$ cat config.mk
export PLATFORM = sky130hd
export DESIGN_NAME = ram_arbiter
export DESIGN_NICKNAME = d
export VERILOG_FILES = /design/src/rtl/ram_arbiter.sv
export SDC_FILE = /design/constraint.sdc
export NUM_CORES = 1
export LEC_CHECK = 0
export CAP_MARGIN = 20
export CORE_MARGIN = 4
export CORE_UTILIZATION = 30
export CTS_CLUSTER_DIAMETER = 60
export CTS_CLUSTER_SIZE = 30
export DETAILED_ROUTE_END_ITERATION = 16
export HOLD_SLACK_MARGIN = 0.08
export PLACE_DENSITY = 0.69
export SYNTH_ARGS = -nofsm -noshare
export SYNTH_HDL_FRONTEND = slang
export SYNTH_SLANG_ARGS = --single-unit
$ cat constraint.sdc
create_clock -name clk_memory -period 4.1 [get_ports clk_memory]
set_clock_uncertainty 0.1 [all_clocks]
set_input_delay 1.025 -clock clk_memory [delete_from_list [all_inputs] [get_ports clk_memory]]
set_output_delay 1.025 -clock clk_memory [all_outputs]
set_load 0.01 [all_outputs]
$ cat src/rtl/ram_arbiter.sv
// Round-robin arbiter sharing the byte-wide RAM read/write engines between
// port A (CPU) and port B (video/DMA), with a per-access watchdog.
module ram_arbiter #(
  parameter int unsigned TIMEOUT = 255
) (
  input  logic        clk_memory,
  input  logic        aresetn,
  input  logic        a_req,
  input  logic        a_we,
  input  logic [20:0] a_addr,
  input  logic [7:0]  a_wdata,
  output logic        a_ack,
  output logic [7:0]  a_rdata,
  input  logic        b_req,
  input  logic        b_we,
  input  logic [20:0] b_addr,
  input  logic [7:0]  b_wdata,
  output logic        b_ack,
  output logic [7:0]  b_rdata,
  output logic        rd_en,
  output logic [20:0] rd_addr,
  input  logic        rd_ready,
  input  logic [7:0]  rd_data,
  output logic        wr_signal,
  output logic [20:0] wr_addr,
  output logic [7:0]  wr_data,
  input  logic        wr_done,
  output logic        grant,
  output logic        busy,
  output logic        timeout_err
);

  localparam int unsigned AW = 21;
  localparam int unsigned DW = 8;
  localparam int unsigned CW = 16;

  typedef enum logic [2:0] {IDLE, RD_START, RD_WAIT, WR_WAIT, RELEASE} state_t;

  state_t        state_q, state_d;
  logic          last_q, last_d;      // 1 = port B was served last
  logic          grant_q, grant_d;
  logic [AW-1:0] addr_q, addr_d;
  logic [DW-1:0] wdata_q, wdata_d;
  logic [CW-1:0] wdog_q, wdog_d;
  logic          rd_en_q, rd_en_d;
  logic          wr_sig_q, wr_sig_d;
  logic          a_ack_q, a_ack_d;
  logic          b_ack_q, b_ack_d;
  logic [DW-1:0] a_rdata_q, a_rdata_d;
  logic [DW-1:0] b_rdata_q, b_rdata_d;
  logic          busy_q, busy_d;
  logic          terr_q, terr_d;

  logic          expire_c, pick_b_c, win_we_c, finish_c, load_c;
  logic [DW-1:0] rval_c;

  // Next-state and registered-output logic
  always_comb begin
    state_d   = state_q;
    last_d    = last_q;
    grant_d   = grant_q;
    addr_d    = addr_q;
    wdata_d   = wdata_q;
    wdog_d    = wdog_q;
    terr_d    = terr_q;
    a_rdata_d = a_rdata_q;
    b_rdata_d = b_rdata_q;
    rd_en_d   = 1'b0;
    wr_sig_d  = 1'b0;
    finish_c  = 1'b0;
    load_c    = 1'b0;
    rval_c    = '0;
    expire_c  = (wdog_q == CW'(TIMEOUT - 1));
    pick_b_c  = b_req & (~a_req | ~last_q);
    win_we_c  = pick_b_c ? b_we : a_we;

    case (state_q)
      IDLE: begin
        if (a_req | b_req) begin
          grant_d = pick_b_c;
          last_d  = pick_b_c;
          addr_d  = pick_b_c ? b_addr : a_addr;
          wdata_d = pick_b_c ? b_wdata : a_wdata;
          wdog_d  = '0;
          if (win_we_c) begin
            state_d  = WR_WAIT;
            wr_sig_d = 1'b1;
          end else begin
            state_d = RD_START;
            rd_en_d = 1'b1;
          end
        end
      end
      RD_START: begin
        wdog_d = wdog_q + CW'(1);
        if (expire_c) begin
          finish_c = 1'b1;
          load_c   = 1'b1;
          rval_c   = '1;
          terr_d   = 1'b1;
        end else begin
          rd_en_d = 1'b1;
          if (!rd_ready) state_d = RD_WAIT;
        end
      end
      RD_WAIT: begin
        wdog_d = wdog_q + CW'(1);
        // A real completion on the expiry cycle still counts as good
        if (rd_ready) begin
          finish_c = 1'b1;
          load_c   = 1'b1;
          rval_c   = rd_data;
        end else if (expire_c) begin
          finish_c = 1'b1;
          load_c   = 1'b1;
          rval_c   = '1;
          terr_d   = 1'b1;
        end else begin
          rd_en_d = 1'b1;
        end
      end
      WR_WAIT: begin
        wdog_d = wdog_q + CW'(1);
        if (wr_done) begin
          finish_c = 1'b1;
        end else if (expire_c) begin
          finish_c = 1'b1;
          terr_d   = 1'b1;
        end else begin
          wr_sig_d = 1'b1;
        end
      end
      RELEASE: state_d = IDLE;
      default: state_d = IDLE;
    endcase

    if (finish_c) state_d = RELEASE;
    a_ack_d = finish_c & ~grant_q;
    b_ack_d = finish_c & grant_q;
    if (load_c) begin
      if (grant_q) b_rdata_d = rval_c;
      else         a_rdata_d = rval_c;
    end
    busy_d = (state_d != IDLE);
  end

  // State and output registers
  always_ff @(posedge clk_memory or negedge aresetn) begin
    if (!aresetn) begin
      state_q   <= IDLE;
      last_q    <= 1'b1;
      grant_q   <= 1'b0;
      addr_q    <= '0;
      wdata_q   <= '0;
      wdog_q    <= '0;
      rd_en_q   <= 1'b0;
      wr_sig_q  <= 1'b0;
      a_ack_q   <= 1'b0;
      b_ack_q   <= 1'b0;
      a_rdata_q <= '0;
      b_rdata_q <= '0;
      busy_q    <= 1'b0;
      terr_q    <= 1'b0;
    end else begin
      state_q   <= state_d;
      last_q    <= last_d;
      grant_q   <= grant_d;
      addr_q    <= addr_d;
      wdata_q   <= wdata_d;
      wdog_q    <= wdog_d;
      rd_en_q   <= rd_en_d;
      wr_sig_q  <= wr_sig_d;
      a_ack_q   <= a_ack_d;
      b_ack_q   <= b_ack_d;
      a_rdata_q <= a_rdata_d;
      b_rdata_q <= b_rdata_d;
      busy_q    <= busy_d;
      terr_q    <= terr_d;
    end
  end

  assign a_ack       = a_ack_q;
  assign b_ack       = b_ack_q;
  assign a_rdata     = a_rdata_q;
  assign b_rdata     = b_rdata_q;
  assign rd_en       = rd_en_q;
  assign rd_addr     = addr_q;
  assign wr_signal   = wr_sig_q;
  assign wr_addr     = addr_q;
  assign wr_data     = wdata_q;
  assign grant       = grant_q;
  assign busy        = busy_q;
  assign timeout_err = terr_q;

endmodule

==> out/qor.csv <==
metric;value;unit
delay of the slowest cell on the worst path;580;ps
Die Y;117;µm
Worst-Skew Late Latency;320;ps
RD Place Congestion;0.774;
antenna violations before repair;0;
P_leak;2.22;nW
synthesized instance count;335;
largest family of logic cells by synthesized area;multiplexers;
hold_buf cts;0;
worst hold path type;reg2reg;
Top delay family on crit path;buffers and inverters;
Max VDD drop;0.000240;V
YS warnings;0;
Total Power;3.73;mW
DRC viols;0;
status;complete, no violations;
ant diodes;0;
CP Depth;5;
Area growth syn-to-layout;50.2;%
Synth Cell Area;0.00356;mm²
WL/cell;15.3;µm
Die Area;0.0137;mm²
startpoint types;primary input;
WHS;378;ps
unrepaired setup endpoints after global routing;false;
Slew @ Worst Pin;936;ps
routed length on met2;4610;µm
fraction of synthesized cell area in xor and xnor cells;0;
adder-cell share of the synthesized area;0.00702;
Slew headroom;0.376;
vias per cell;4.77;
Yosys cell types;47;
CP max FO;20;
cells on worst reg2reg path;7;
max layer used;met4;
routed length on met1;3860;µm
row count;39;
Die W;117;µm
ANT nets after route;0;
total track usage;0.138;
TritonCTS clock tree;built;
Power Density;697;mW/mm²
multiplexer share of the synthesized area;0.149;
Synth Flop Type;dfrtp_1;
ys async rst share;1.00;
pin count of the biggest net entering global routing;73;
compound-gate portion of the synthesized area;0.130;
Post-CTS Repair Setup Buffers;0;
WL final;9260;µm
syn nets;411;
layout cells sized above 1;0.0948;
Simple-Gate Fraction of Synth Area;0.140;
crit path capture type;register;
final setup fails;0;
slowest CP cell;clkdlybuf4s50_1;
Final #Nets;535;
# port buffers;146;
Crit path required time;4200;ps
register bit count reported by yosys;72;
hold depth;2;
CP Data Arrival Time;2960;ps
met3 wire length;723;µm
syn_area_per_cell;10.6;µm²
clk root buf;clkbuf_16;
CTS clk-pin slew, worst paths;60;ps
vias in the first global route;3044;
DP HPWL;6790;µm
min Tclk post-route;2860;ps
Worst Path Buf+Inv;2;
count of flip-flops with a built-in enable after synthesis;0;
post-synthesis sequential area ratio;0.506;
Setup Crit Path Kind;in2reg;
crit path cell chain;clkdlybuf4s50_1, a21boi_4, buf_4, mux2i_1, o21ai_0;
CTS Buf Count;9;
Clock Tree Buf Depth;2;
first-pass GRT wire length;15000;µm
drt pass-1 iters;4;
Fmax achieved;0.350;GHz
core box area;0.0115;mm²
number of DRC markers in iteration 0;276;
cts repair resizes;0;
Starting Density;0.309;
total number of vias;2895;
setup TNS;0;ps
IO Pins;147;
Slew Viols, Final;0;
Tcrit/Tclk final;0.698;
Congestion Overflow GR;0;
Hold Fails Final Rpt;0;
H-tree lvl count;3;
maxcap violations;0;
Sink Count;72;
cell type report:
class	instances	area, µm²
repair buffers	149	1490
clock buffers	10	229
well taps	143	179
fillers	1093	6160
inverters	4	15.0
clock inverters	6	92.6
multi-input cells	223	1540
flip-flops and latches	72	1800
cell usage after synthesis, types with 4 or more instances:
library cell  instances  area (µm²)
buf_4                21         158
mux2_1                8        90.1
nand2_1              47         176
dfrtp_1              71        1780
o21ai_0              50         250
a21oi_1               6        30.0
nand3_1               5        25.0
nand4_1               5        31.3
or2_2                 7        43.8
buf_2                 5        25.0
inv_1                 4        15.0
mux2i_1              35         350
clkbuf_1              6        22.5
mux2_2                8        90.1
nor2_1               10        37.5
sequential cells by signal (all words and copies together) (netlist names):
name and cells:
a_ack 1, a_rdata 8, b_ack 1, b_rdata 8, busy 1, grant 1
last_q 1, rd_addr 21, rd_en 1, state_q 3, timeout_err 1, wdog_q 16
wr_data 8, wr_signal 1
kinds of logic (layout without fill, tap and decap cells):
group	after synthesis	in the layout
DFF	72	72
AOI/OAI and AO/OA	76	76
and+or+nand+nor	94	94
buffers and inverters	40	169
adders and majority gates	2	2
muxes	51	51
stage by stage:
| step | utilization | instances | area [µm²] | setup slack [ps] |
|---|---|---|---|---|
| after floorplan | - | 335 | 3560 | 1980 |
| after global placement | 0.437 | 591 | 5030 | 954 |
| after detailed placement | 0.437 | 591 | 5030 | 868 |
| after CTS | 0.465 | 607 | 5350 | 1220 |
| after global routing | 0.465 | 607 | 5350 | 1130 |
| final | 0.465 | 607 | 5350 | 1240 |
layout by cell type, fill, tap and decap left out, drive strengths merged, types with 2 or more instances in the layout:
cell type | Yosys | layout
or2 | 8 | 8
nand2 | 48 | 48
and2 | 3 | 3
clkbuf | 6 | 10
a21oi | 6 | 6
nor2b | 2 | 2
a41oi | 2 | 2
clkdlybuf4s50 | 0 | 145
buf | 30 | 4
nand4 | 6 | 6
mux2i | 35 | 35
mux2 | 16 | 16
a31oi | 3 | 3
o21ai | 50 | 50
ha | 2 | 2
dfrtp | 71 | 71
and3 | 2 | 2
o31ai | 4 | 4
nor3 | 2 | 2
nand2b | 2 | 2
clkinvlp | 0 | 2
bufinv | 0 | 2
o22ai | 2 | 2
nor2 | 10 | 10
nand3 | 6 | 6
inv | 4 | 5
and4 | 3 | 3
power breakdown:
group          switching [mW]  internal [mW]
combinational           0.745          0.915
clock                   0.308          0.536
sequential              0.228          0.995
tightest hold or removal path, cell delays in order, from the launching register on:
cell	delay, ps
dfrtp_1	340
nand2_1	50
o21ai_0	60
path summary, 6_finish.rpt:
path	from	end	slack, ps
setup / recovery	b_req	wr_data[6]$_DFFE_PN0P_	1240
hold / removal	wr_data[5]$_DFFE_PN0P_	wr_data[5]$_DFFE_PN0P_	380
setup reg to reg	wdog_q[0]$_DFFE_PN0P_	b_rdata[0]$_DFFE_PN0P_	1990
hold reg to reg	wr_data[5]$_DFFE_PN0P_	wr_data[5]$_DFFE_PN0P_	380
max in group asynchronous	aresetn	rd_addr[5]$_DFFE_PN0P_	2550
min in group asynchronous	aresetn	wdog_q[0]$_DFFE_PN0P_	740
per-layer routing:
| metal | vias to the layer above | GRT usage |
|---|---|---|
| met5 | - | 0 |
| met4 | 0 | 0.0451 |
| met3 | 4 | 0.0447 |
| met2 | 103 | 0.231 |
| met1 | 1378 | 0.169 |
| li1 | 1410 | - |
(Power assumes the default switching activity.)
